<file path="src/rtl/adc_scan_pkg.sv">
// adc_scan_pkg: FSM state encoding and command/timeout constants shared by adc_scan_ctrl
package adc_scan_pkg;
  typedef enum logic [2:0] {IDLE, WAIT_TICK, ISSUE, WAIT_XFER, NEXT} scan_state_e;
  localparam logic [3:0] CMD_PREFIX = 4'b0001;
  localparam int TIMEOUT_CYCLES = 1023;
endpackage

</file>
<file path="src/rtl/scan_tick_gen.sv">
// scan_tick_gen: down-counter that emits a one-cycle tick every period+1 cycles while enabled
module scan_tick_gen #(
  parameter int PERIOD_WIDTH = 16
) (
  input  logic                    clk,
  input  logic                    rst,
  input  logic                    enable,
  input  logic [PERIOD_WIDTH-1:0] period,
  output logic                    tick
);
  logic [PERIOD_WIDTH-1:0] cnt;
  assign tick = enable && cnt == '0;
  always_ff @(posedge clk or negedge rst) begin
    if (!rst) cnt <= '0;
    else cnt <= (!enable || tick) ? period : cnt - 1'b1;
  end
endmodule

</file>
<file path="src/rtl/adc_scan_ctrl.sv">
// adc_scan_ctrl: periodic masked ADC channel scan over an SPI master.
// Define ADC_SCAN_TIMEOUT_EN to add the 1023-cycle transfer timeout and the sticky tmo flag.
module adc_scan_ctrl
  import adc_scan_pkg::*;
#(
  parameter int DATA_WIDTH   = 16,
  parameter int NUM_CH       = 8,
  parameter int CH_WIDTH     = 3,
  parameter int PERIOD_WIDTH = 16
) (
  input  logic                    clk,
  input  logic                    rst,
  input  logic                    enable,
  input  logic [NUM_CH-1:0]       ch_mask,
  input  logic [PERIOD_WIDTH-1:0] period,
  input  logic                    ovf_clr,
  output logic                    spi_start,
  output logic [DATA_WIDTH-1:0]   spi_data_in,
  input  logic [DATA_WIDTH-1:0]   spi_data_out,
  input  logic                    spi_busy,
  input  logic                    spi_new_data,
  output logic                    sample_valid,
  output logic [CH_WIDTH-1:0]     sample_ch,
  output logic [DATA_WIDTH-1:0]   sample_data,
  output logic                    scan_done,
  output logic                    ovf
`ifdef ADC_SCAN_TIMEOUT_EN
  , output logic                  tmo
`endif
);
  scan_state_e state;
  logic tick, overrun, halt, first_ok, nxt_ok;
  logic [CH_WIDTH-1:0] ch, first_ch, nxt_ch;
  logic [NUM_CH-1:0] mask_r;
`ifdef ADC_SCAN_TIMEOUT_EN
  logic [9:0] tcnt;
`endif

  scan_tick_gen #(.PERIOD_WIDTH(PERIOD_WIDTH)) u_tick (
    .clk(clk), .rst(rst), .enable(enable), .period(period), .tick(tick)
  );

  assign overrun = tick && (state == ISSUE || state == WAIT_XFER || state == NEXT);

  // descending scan so the lowest qualifying index wins
  always_comb begin
    first_ch = '0;
    first_ok = 1'b0;
    nxt_ch = '0;
    nxt_ok = 1'b0;
    for (int k = NUM_CH - 1; k >= 0; k--) begin
      if (ch_mask[k]) begin
        first_ch = CH_WIDTH'(k);
        first_ok = 1'b1;
      end
      if (mask_r[k] && k > int'(ch)) begin
        nxt_ch = CH_WIDTH'(k);
        nxt_ok = 1'b1;
      end
    end
  end

  always_ff @(posedge clk or negedge rst) begin
    if (!rst) begin
      state <= IDLE;
      ch <= '0;
      mask_r <= '0;
      halt <= 1'b0;
      spi_start <= 1'b0;
      spi_data_in <= '0;
      sample_valid <= 1'b0;
      sample_ch <= '0;
      sample_data <= '0;
      scan_done <= 1'b0;
      ovf <= 1'b0;
`ifdef ADC_SCAN_TIMEOUT_EN
      tmo <= 1'b0;
      tcnt <= '0;
`endif
    end else begin
      spi_start <= 1'b0;
      sample_valid <= 1'b0;
      scan_done <= 1'b0;
      ovf <= overrun | (ovf & ~ovf_clr);
`ifdef ADC_SCAN_TIMEOUT_EN
      if (ovf_clr) tmo <= 1'b0;
`endif
      case (state)
        IDLE: state <= enable ? WAIT_TICK : IDLE;
        WAIT_TICK: begin
          if (!enable) state <= IDLE;
          else if (tick) begin
            mask_r <= ch_mask;
            ch <= first_ch;
            scan_done <= !first_ok;
            state <= first_ok ? ISSUE : WAIT_TICK;
          end
        end
        ISSUE: begin
          if (!enable) state <= IDLE;
          else if (!spi_busy) begin
            spi_start <= 1'b1;
            spi_data_in <= {CMD_PREFIX, 4'(ch), {(DATA_WIDTH-8){1'b0}}};
            state <= WAIT_XFER;
`ifdef ADC_SCAN_TIMEOUT_EN
            tcnt <= '0;
`endif
          end
        end
        WAIT_XFER: begin
          // an enable drop here is remembered so the transfer still finishes
          halt <= halt | ~enable;
          if (spi_new_data) begin
            sample_valid <= 1'b1;
            sample_ch <= ch;
            sample_data <= spi_data_out;
            state <= NEXT;
          end
`ifdef ADC_SCAN_TIMEOUT_EN
          else if (tcnt == 10'(TIMEOUT_CYCLES - 1)) begin
            tmo <= 1'b1;
            state <= NEXT;
          end else tcnt <= tcnt + 1'b1;
`endif
        end
        NEXT: begin
          halt <= 1'b0;
          if (halt || !enable) state <= IDLE;
          else if (nxt_ok) begin
            ch <= nxt_ch;
            state <= ISSUE;
          end else begin
            scan_done <= 1'b1;
            state <= WAIT_TICK;
          end
        end
        default: state <= IDLE;
      endcase
    end
  end
endmodule

</file>
<file path="config.mk">
export PLATFORM = sky130hd
export DESIGN_NAME = adc_scan_ctrl
export DESIGN_NICKNAME = d
export VERILOG_FILES = /design/src/rtl/adc_scan_pkg.sv /design/src/rtl/scan_tick_gen.sv /design/src/rtl/adc_scan_ctrl.sv
export SDC_FILE = /design/constraint.sdc
export NUM_CORES = 1
export LEC_CHECK = 0
export ABC_AREA = 1
export BUFFER_PORTS_ARGS = -buffer_cell sky130_fd_sc_hd__buf_2
export CAP_MARGIN = 5
export CORE_MARGIN = 2
export CORE_UTILIZATION = 50
export DETAILED_ROUTE_END_ITERATION = 16
export PLACE_DENSITY = 0.88
export RECOVER_POWER = 100
export SKIP_CTS_REPAIR_TIMING = 1
export SKIP_LAST_GASP = 1
export SYNTH_ARGS = -nofsm -noshare
export SYNTH_HDL_FRONTEND = slang
export SYNTH_HIERARCHICAL = 1
export SYNTH_SLANG_ARGS = --single-unit
</file>
<file path="constraint.sdc">
create_clock -name clk -period 3.67 [get_ports clk]
set_clock_uncertainty 0.15 [all_clocks]
set_input_delay 1.101 -clock clk [delete_from_list [all_inputs] [get_ports clk]]
set_output_delay 1.101 -clock clk [all_outputs]
set_load 0.05 [all_outputs]
</file>
==> results.sh, run 1 <==
export IMPL_antenna_found_initial=0
export IMPL_wl_per_cell_um=11.8
export IMPL_initial_core_util=0.520
export IMPL_use_met1=0.261
export IMPL_timing_critical_path_mode_cell="clkbuf_1"
export IMPL_io_buffers=72
export IMPL_rsz0062_at_grt="no"
export IMPL_vias_per_cell=4.82
export IMPL_drive_above_1_share=0.179
export IMPL_ys_ff_latch=57
export IMPL_hold_viol_final=0
export IMPL_p_seq_frac=0.366
export IMPL_seq_area_um2=1430
export IMPL_worstPathCellList="clkbuf_1 -> clkbuf_1"
export IMPL_htree_levels=3
export IMPL_grt_pass1_wl_mm=11.4
export IMPL_synth_adder_area_share=0.00406
export IMPL_ys_async_sr_fraction=1.00
export IMPL_cts_clk_slew_worst_paths_ns=0.07
export IMPL_grt_pass1_vias=2663
export IMPL_ys_flop_type="dfrtp_1"
export IMPL_synth_mux_area_frac=0
export IMPL_multi_input_area_um2=1360
export IMPL_outcome="finished, final reports clean"
export IMPL_period_minus_slack_ns=2.69
export IMPL_wl_mm=6.70
export IMPL_fin_crit_sh=0.733
export IMPL_startpoint="rst"
export IMPL_synth_top_family_by_area="simple AND/OR/NAND/NOR gates"
export IMPL_worstSetupPathDepth=2
export IMPL_drc_errors=0
export IMPL_crit_arrival_ns=2.86
export IMPL_synth_xor_area_frac=0.0142
export IMPL_fp_row_count=28
export IMPL_gp_congestion=0.894
export IMPL_tns_ns=0
export IMPL_p_int_w=0.00138
export IMPL_clkPwrFrac=0.246
export IMPL_ir_drop_uv=457
export IMPL_top_usage_layer="met2"
export IMPL_p_switching_w=0.00116
export IMPL_num_vias=2726
export IMPL_ios=85
export IMPL_worst_setup_path_end_kind="async pin"
export IMPL_synth_simple_area_share=0.356
export IMPL_critPathMaxFanout=24
export IMPL_path_buf_inv=2
export IMPL_coreArea_um2=5920
export IMPL_relSlewSlack=0.142
export IMPL_p_leak_nw=1.99
export IMPL_final_max_slew_viol_count=0
export IMPL_synth_cell_type_count=32
export IMPL_r2r_start="u_tick/cnt[0]"
export IMPL_grt_usage=0.223
export IMPL_fin_nets=533
export IMPL_ys_seq_area_frac=0.463
export IMPL_die_area_um2=6800
export IMPL_die_w_um=82.5
export IMPL_whs_path_depth=2
export IMPL_synth_edf_count=0
export IMPL_p_comb_frac=0.389
export IMPL_use_met3=0.0815
export IMPL_startpoint_type="input pin"
export IMPL_cts_max_path_buffers=2
export IMPL_cts_made_buffers=9
export IMPL_dp_hpwl_mm=5.01
export IMPL_required_ns=3.84
export IMPL_p_sw_frac=0.456
export IMPL_whs_ns=0.334
export IMPL_yosysWarnings=6
export IMPL_grt_start_max_net_pins=25
export IMPL_cts_root_buf="clkbuf_8"
export IMPL_avgSynthCellArea_um2=7.55
export IMPL_area_growth_syn_to_layout_pct=16.6
export IMPL_nFillCells=572
export IMPL_syn_area_um2=3080
export IMPL_final_instance_count_excl_fill=566
export IMPL_r2r_cells=13
export IMPL_max_freq_mhz=372
export IMPL_finalSetupViolCount=0
export IMPL_crit_type="in2async"
export IMPL_syn_inst=408
export IMPL_synth_compound_area_frac=0.0626
export IMPL_die_h_um=82.5
export IMPL_drt_iter0_drc=78
export IMPL_clkSinkCount=57
export IMPL_met2_usage=0.369
export IMPL_critPathMaxStageDelay_ns=0.92
export IMPL_tightest_slew_ns=1.29
export IMPL_cts_tree="built"
export IMPL_slowest_stage="clkbuf_1"
export IMPL_dr_pass1_iters=4
export IMPL_dp_cells=550
export IMPL_min_from="sample_data[1]"
export IMPL_worst_path_dominant_cell_family="buffers and inverters"
export IMPL_powerDensity_nw_per_um2=708
export IMPL_antenna_cells=0
export IMPL_grt_ovfl_total=0
export IMPL_max_cap_violations=0
export IMPL_worstSkewPairLatency_ns=0.34
export IMPL_hold_class="reg2reg"
export IMPL_finalPower_w=0.00254
export IMPL_ant_nets=0
-- synthesized netlist by cell type, types with 2 or more instances --
master	n	share of area
clkbuf_1	2	0.0024
xnor2_1	2	0.0057
inv_1	36	0.044
nand4_1	3	0.0061
xor2_1	3	0.0085
buf_2	2	0.0032
nand2_1	173	0.21
nor2_4	3	0.011
dfrtp_1	57	0.46
buf_4	13	0.032
inv_2	6	0.0073
nor2_2	4	0.0081
o21ai_0	19	0.031
nor2_1	27	0.033
nand3_1	18	0.029
nand2_2	9	0.018
o21ai_1	2	0.0032
a21oi_1	6	0.0097
o21ai_2	4	0.011
nor2_8	2	0.013
nand2_4	4	0.015
nor3_1	3	0.0049
-- path summary, 6_finish.rpt --
kind | endpoint | slack, ns
max in group clk | ch[2] | 0.99
min reg2reg | sample_data[1] | 0.33
max reg2reg | ch[2] | 0.99
min | sample_data[1] | 0.33
max | mask_r[5] | 0.98
min in group asynchronous | state[2] | 0.87
-- final cells by class --
type                    count  share of cell area
clock buffers              12              0.0460
inverters                  42              0.0439
repair buffers             75              0.0941
multi-input cells         301               0.379
clock inverters             4              0.0139
well taps                  75              0.0261
flip-flops and latches     57               0.397
-- per-stage QoR --
stage	util	setup WS, ns	instance area [um2]
final	0.607	0.980	3590
after global routing	0.607	0.633	3590
after CTS	0.619	1.24	3670
after detailed placement	0.583	1.08	3450
after global placement	0.583	1.17	3450
after floorplan	-	1.62	3120
-- power by group through the flow --
stage / Sequential (W) / Clock [W] / Combinational (W)
detailed placement: 0.000929 / 0 / 0.00104
CTS: 0.000924 / 0.000636 / 0.00104
global route: 0.000950 / 0.000667 / 0.00108
global placement: 0.000927 / 0 / 0.00101
floorplan: 0.00134 / 0 / 0.000384
finish: 0.000930 / 0.000624 / 0.000989
-- flip-flops by register name, summed over array words and instances, names as in the netlist --
register	cells
ch	3
halt	1
mask_r	7
ovf	1
sample_ch	3
sample_data	16
sample_valid	1
scan_done	1
spi_data_in	4
spi_start	1
state	3
u_tick/cnt	16
-- kinds of logic after synthesis --
group / Yosys count
fa+ha+maj: 1
simple gates: 249
buf+inv: 61
compound gates: 34
xor+xnor: 5
other cells: 1
flops: 57
-- layer usage --
metal | share of wire | wire length (um)
met1 | 0.42 | 2830
met2 | 0.49 | 3280
met3 | 0.067 | 450
met4 | 0.022 | 149
met5 | 0 | 0
-- placed cells by master (no fill, tap or decap), types with 2 or more instances in the layout --
cell / count
inv_1: 38
o21ai_2: 2
buf_2: 42
nand2_2: 9
a21oi_1: 6
nand2_4: 3
nand3_1: 18
xor2_1: 3
clkinvlp_4: 2
clkbuf_8: 12
clkbuf_1: 32
nor3_1: 3
nor2_1: 28
xnor2_1: 2
nand4_1: 3
o21ai_0: 22
nor2_4: 3
nor2_2: 4
inv_2: 4
nand2_1: 174
conb_1: 12
dfrtp_1: 57
Note: power is estimated with default switching activity, not from simulation.
==> run 2, diff against run 1 <==
--- a/config.mk
+++ b/config.mk
@@ -5,13 +5,13 @@
 export SDC_FILE = /design/constraint.sdc
 export NUM_CORES = 1
 export LEC_CHECK = 0
-export ABC_AREA = 1
+export ABC_AREA = 0
 export BUFFER_PORTS_ARGS = -buffer_cell sky130_fd_sc_hd__buf_2
 export CAP_MARGIN = 5
 export CORE_MARGIN = 2
 export CORE_UTILIZATION = 50
 export DETAILED_ROUTE_END_ITERATION = 16
-export PLACE_DENSITY = 0.88
+export PLACE_DENSITY = 0.89
 export RECOVER_POWER = 100
 export SKIP_CTS_REPAIR_TIMING = 1
 export SKIP_LAST_GASP = 1
==> constraint.sdc (replaced) <==
create_clock -name clk -period 2.7 [get_ports clk]
set_clock_uncertainty 0.15 [all_clocks]
set_input_delay 0.81 -clock clk [delete_from_list [all_inputs] [get_ports clk]]
set_output_delay 0.81 -clock clk [all_outputs]
set_load 0.05 [all_outputs]
==> results.sh, run 2 <==
export IMPL_relSlewSlack=0.0624
export IMPL_synth_xor_area_frac=0.0362
export IMPL_yosysWarnings=6
export IMPL_synth_simple_area_share=0.212
export IMPL_synth_most_common_cell="nand2_1"
export IMPL_wl_mm=6.58
export IMPL_synth_top_area_share=0.491
export IMPL_syn_area_um2=2910
export IMPL_finalSetupViolCount=0
export IMPL_gp_congestion=0.854
export IMPL_tightest_slew_ns=1.41
export IMPL_syn_inst=311
export IMPL_num_vias=2492
export IMPL_ir_drop_uv=599
export IMPL_synth_cell_type_count=50
export IMPL_cts_root_buf="clkbuf_8"
export IMPL_drive_above_1_share=0.217
export IMPL_antenna_cells=0
export IMPL_htree_levels=3
export IMPL_fin_area_um2=3460
export IMPL_coreArea_um2=5570
export IMPL_place_area_um2=3300
export IMPL_period_minus_slack_ns=2.62
export IMPL_reg_top3="sample_data x16, u_tick/cnt x16, mask_r x7"
export IMPL_crit_type="reg2reg"
export IMPL_vias_per_cell=5.32
export IMPL_area_growth_syn_to_layout_pct=19.1
export IMPL_fin_nets=438
export IMPL_cts_clk_slew_worst_paths_ns=0.07
export IMPL_p_leak_nw=1.66
export IMPL_avgSynthCellArea_um2=9.35
export IMPL_io_buffers=72
export IMPL_crit_arrival_ns=2.69
export IMPL_die_h_um=80.2
export IMPL_fin_crit_sh=0.971
export IMPL_worstSkewPairLatency_ns=0.33
export IMPL_ios=85
export IMPL_synth_adder_area_share=0.00430
export IMPL_max_cap_violations=0
export IMPL_die_area_um2=6440
export IMPL_max_freq_mhz=381
export IMPL_dp_hpwl_mm=4.70
export IMPL_final_util=0.621
export IMPL_critPathMaxFanout=4
export IMPL_synth_area_leaders="dfrtp_1 49%, nand2_1 10%, o21ai_0 4.8%"
export IMPL_hold_class="reg2reg"
export IMPL_ys_async_sr_fraction=1.00
export IMPL_antenna_found_initial=0
export IMPL_grt_start_max_net_pins=33
export IMPL_ys_top_cells_by_count="80 x nand2_1, 57 x dfrtp_1, 28 x o21ai_0"
export IMPL_fp_row_count=27
export IMPL_grt_pass1_vias=2411
export IMPL_cts_tree="built"
export IMPL_grt_usage=0.219
export IMPL_cts_made_buffers=9
export IMPL_startpoint_type="flip-flop"
export IMPL_synth_top_area_cell="dfrtp_1"
export IMPL_outcome="finished, final reports clean"
export IMPL_initial_core_util=0.521
export IMPL_dr_pass1_iters=6
export IMPL_ant_nets=0
export IMPL_drt_iter0_drc=170
export IMPL_grt_ovfl_total=0
export IMPL_ys_ff_latch=57
export IMPL_wl_per_cell_um=14.1
export IMPL_die_w_um=80.2
export IMPL_cts_max_path_buffers=2
export IMPL_powerDensity_nw_per_um2=903
export IMPL_ys_flop_type="dfrtp_1"
export IMPL_synth_mux_area_frac=0.0422
export IMPL_worst_setup_path_end_kind="flip-flop"
export IMPL_ys_seq_area_frac=0.491
export IMPL_synth_compound_area_frac=0.140
export IMPL_synth_top_family_by_area="simple AND/OR/NAND/NOR gates"
export IMPL_synth_edf_count=0
export IMPL_clkSinkCount=57
export IMPL_rsz0062_at_grt="no"
export IMPL_drc_errors=0
export IMPL_grt_pass1_wl_mm=10.8
export IMPL_final_common_cell="nand2_1"
export IMPL_final_max_slew_viol_count=0
export IMPL_required_ns=2.77
export IMPL_hold_viol_final=0
export IMPL_most_common_layout_cells="80 x nand2_1, 57 x dfrtp_1, 43 x buf_2, 33 x clkbuf_1, 28 x o21ai_0"
## run 2: cell types whose count changed after synthesis, sizes merged, moves of 10 or more
| cell | change |
|---|---|
| mux2 | +10 |
| nand3 | -12 |
| inv | -31 |
| nand2 | -106 |
| nor2 | -23 |
## run 2: cell type report
| cell class | count | area [um2] |
|---|---|---|
| flip-flops and latches | 57 | 1430 |
| clock inverters | 3 | 15.0 |
| well taps | 72 | 90.1 |
| multi-input cells | 230 | 1350 |
| clock buffers | 13 | 159 |
| fillers | 491 | 2110 |
| repair buffers | 81 | 379 |
| inverters | 12 | 45.0 |
## run 2: worst paths after layout
path,startpoint,to,slack [ns],cells past startpoint
max,u_tick/cnt[11],ch[0],0.08,7
min,sample_data[15],sample_data[15],0.33,2
max reg2reg,u_tick/cnt[11],ch[0],0.08,7
min reg2reg,sample_data[15],sample_data[15],0.33,2
max in group asynchronous,rst,sample_ch[0],0.60,2
min in group asynchronous,rst,mask_r[2],0.64,1
## run 2: logic make-up (layout without fill, tap and decap cells)
logic type               Yosys count  after routing
multiplexers                      11             11
AND/OR/NAND/NOR                  133            133
adder cells (fa/ha/maj)            1              1
flip-flops                        57             57
XOR/XNOR                          12             12
buffers and inverters             35            109
other                              1             12
AO/OA/AOI/OAI                     61             61
## run 2: per-layer routing
layer | wire length, um | part of all wire | vias up | track usage
li1 | - | - | 1196 | -
met1 | 2770 | 0.42 | 1176 | 0.269
met2 | 3200 | 0.49 | 99 | 0.354
met3 | 425 | 0.065 | 21 | 0.0551
met4 | 189 | 0.029 | 0 | 0.115
met5 | 0 | 0 | - | 0
## run 2: worst max-delay path: stages (launching register included)
cell,delay (ns)
dfrtp_1,0.39
or4_4,0.55
or3_4,0.36
nor4_4,0.23
o2bb2ai_1,0.17
nand2_1,0.11
a31oi_2,0.20
mux2_1,0.35
## run 2: through the flow
stage / worst slack [ns] / setup TNS, ns / power [W] / hold WS [ns] / instances
floorplan: 0.0321 / 0 / 0.00217 / 0.323 / 322
global placement: -0.0181 / -0.103 / 0.00242 / 0.297 / 451
detailed placement: -0.0870 / -0.557 / 0.00246 / 0.307 / 451
CTS: -0.0931 / -0.709 / 0.00317 / 0.323 / 467
global route: 0.0178 / 0 / 0.00329 / 0.345 / 468
finish: 0.0780 / 0 / 0.00312 / 0.325 / 468
## run 2: report_power, final
part	internal, W	switching, W
clock	0.000379	0.000331
combinational	0.000265	0.000883
sequential	0.00107	0.000201
total	0.00171	0.00141
==> run 3, diff against run 2 <==
--- a/config.mk
+++ b/config.mk
@@ -11,7 +11,7 @@
 export CORE_MARGIN = 2
 export CORE_UTILIZATION = 50
 export DETAILED_ROUTE_END_ITERATION = 16
-export PLACE_DENSITY = 0.89
+export PLACE_DENSITY = 0.87
 export RECOVER_POWER = 100
 export SKIP_CTS_REPAIR_TIMING = 1
 export SKIP_LAST_GASP = 1
==> constraint.sdc (replaced) <==
create_clock -name clk -period 3.3 [get_ports clk]
set_clock_uncertainty 0.15 [all_clocks]
set_input_delay 0.99 -clock clk [delete_from_list [all_inputs] [get_ports clk]]
set_output_delay 0.99 -clock clk [all_outputs]
set_load 0.05 [all_outputs]
==> results.sh, run 3 (same netlist as run 2, synthesis figures left out) <==
export IMPL_dr_pass1_iters=4
export IMPL_drt_iter0_drc=164
export IMPL_die_area_um2=6440
export IMPL_max_freq_mhz=341
export IMPL_finalSetupViolCount=0
export IMPL_final_instance_count_excl_fill=464
export IMPL_final_common_cell="nand2_1"
export IMPL_r2r_cells=8
export IMPL_drive_above_1_share=0.191
export IMPL_dp_hpwl_mm=4.29
export IMPL_relSlewSlack=0.0794
export IMPL_clkSinkCount=57
export IMPL_r2r_setup_slack_ns=0.36
export IMPL_nFillCells=489
export IMPL_io_buffers=72
export IMPL_post_place_ws_ns=0.551
export IMPL_area_growth_syn_to_layout_pct=17.4
export IMPL_reg_top3="sample_data x16, u_tick/cnt x16, mask_r x7"
export IMPL_ant_nets=0
export IMPL_critPathMaxFanout=5
export IMPL_most_common_layout_cells="80 x nand2_1, 57 x dfrtp_1, 43 x buf_2, 33 x clkbuf_1, 28 x o21ai_0"
export IMPL_r2r_start="u_tick/cnt[9]"
export IMPL_min_from="sample_data[13]"
export IMPL_die_h_um=80.2
export IMPL_outcome="finished, final reports clean"
export IMPL_finalPower_w=0.00258
export IMPL_grt_pass1_wl_mm=10.2
export IMPL_period_minus_slack_ns=2.94
export IMPL_cts_root_buf="clkbuf_8"
export IMPL_vias_per_cell=5.14
export IMPL_fin_crit_sh=0.890
export IMPL_tightest_slew_ns=1.38
export IMPL_ios=85
export IMPL_grt_ovfl_total=0
export IMPL_rsz0062_at_grt="no"
export IMPL_whs_path_depth=2
export IMPL_initial_core_util=0.521
export IMPL_grt_pass1_vias=2248
export IMPL_grt_usage=0.207
export IMPL_drc_errors=0
export IMPL_hold_viol_final=0
export IMPL_startpoint="u_tick/cnt[9]"
export IMPL_grt_start_max_net_pins=58
export IMPL_htree_levels=3
export IMPL_crit_type="reg2reg"
export IMPL_setup_ws_ns=0.364
export IMPL_ir_drop_uv=577
export IMPL_hold_end="sample_data[13]"
export IMPL_wl_per_cell_um=13.3
export IMPL_crit_arrival_ns=3.05
export IMPL_dp_cells=448
export IMPL_startpoint_type="flip-flop"
export IMPL_num_vias=2387
export IMPL_antenna_found_initial=0
export IMPL_cts_max_path_buffers=2
export IMPL_cts_clk_slew_worst_paths_ns=0.07
export IMPL_hold_class="reg2reg"
export IMPL_fp_row_count=27
export IMPL_p_leak_nw=1.63
export IMPL_worst_setup_path_end_kind="flip-flop"
export IMPL_final_max_slew_viol_count=0
export IMPL_cts_made_buffers=9
export IMPL_max_cap_violations=0
export IMPL_required_ns=3.41
export IMPL_antenna_cells=0
export IMPL_coreArea_um2=5570
export IMPL_slowest_stage="or4_1"
export IMPL_powerDensity_nw_per_um2=755
export IMPL_wl_mm=6.16
export IMPL_worstSkewPairLatency_ns=0.34
export IMPL_worstPathCellList="or4_1 -> or3_1 -> nor4_1 -> clkbuf_1 -> nor3b_1 -> a2111oi_0 -> nand4b_1 -> nand3_1"
export IMPL_fin_nets=434
export IMPL_die_w_um=80.2
export IMPL_r2r_end="state[1]"
export IMPL_gp_congestion=0.831
export IMPL_critPathMaxStageDelay_ns=0.55
export IMPL_tns_ns=0
export IMPL_cts_tree="built"
-- run 3: cell types whose count changed in the layout (fill, tap and decap cells not counted), sizes merged --
cell	previous run	this run
clkbuf	48	43
buf	46	45
clkinvlp	0	1
bufinv	0	1
-- run 3: worst max-delay path by stage --
stage,to,slack (ns),depth (start not counted)
2_1_floorplan,ch[1],0.50,7
3_3_place_gp,ch[1],0.58,8
3_5_place_dp,ch[1],0.55,8
4_1_cts,state[1],0.51,8
5_1_grt,ch[1],0.24,8
6_report,state[1],0.36,8
-- run 3: power breakdown --
| part | internal [W] | switching (W) | leakage [nW] |
|---|---|---|---|
| logic | 0.000211 | 0.000715 | 0.820 |
| registers | 0.000873 | 0.000153 | 0.719 |
| clock network | 0.000347 | 0.000277 | 0.0933 |
-- run 3: area by class of cell --
cell class              count  area [um2]  share of cell area
clock buffers              11         131              0.0385
clock inverters             5        56.3              0.0165
inverters                  12        45.0              0.0132
multi-input cells         230        1300               0.381
flip-flops and latches     57        1430               0.418
well taps                  72        90.1              0.0264
repair buffers             77         364               0.107
-- run 3: stage by stage --
stage,area [um2],util,hold slack [ns]
finish,3410,0.612,0.327
global route,3410,0.612,0.350
CTS,3470,0.622,0.330
detailed placement,3280,0.589,0.305
global placement,3280,0.589,0.297
floorplan,2950,-,0.323
-- run 3: critical path: cells and delay by family, from the launching register on --
kind                   cells  cell delay, ns
AOI/OAI and AO/OA          1            0.54
buffers and inverters      1            0.23
DFF                        1            0.41
and+or+nand+nor            6            1.52
-- run 3: metal layers --
layer	global-route usage	up-vias	part of all wire	wire, um
met5	0	-	0	0
met4	0.112	0	0.023	141
met2	0.326	74	0.47	2900
met1	0.266	1109	0.45	2770
li1	-	1191	-	-
met3	0.0472	13	0.056	347
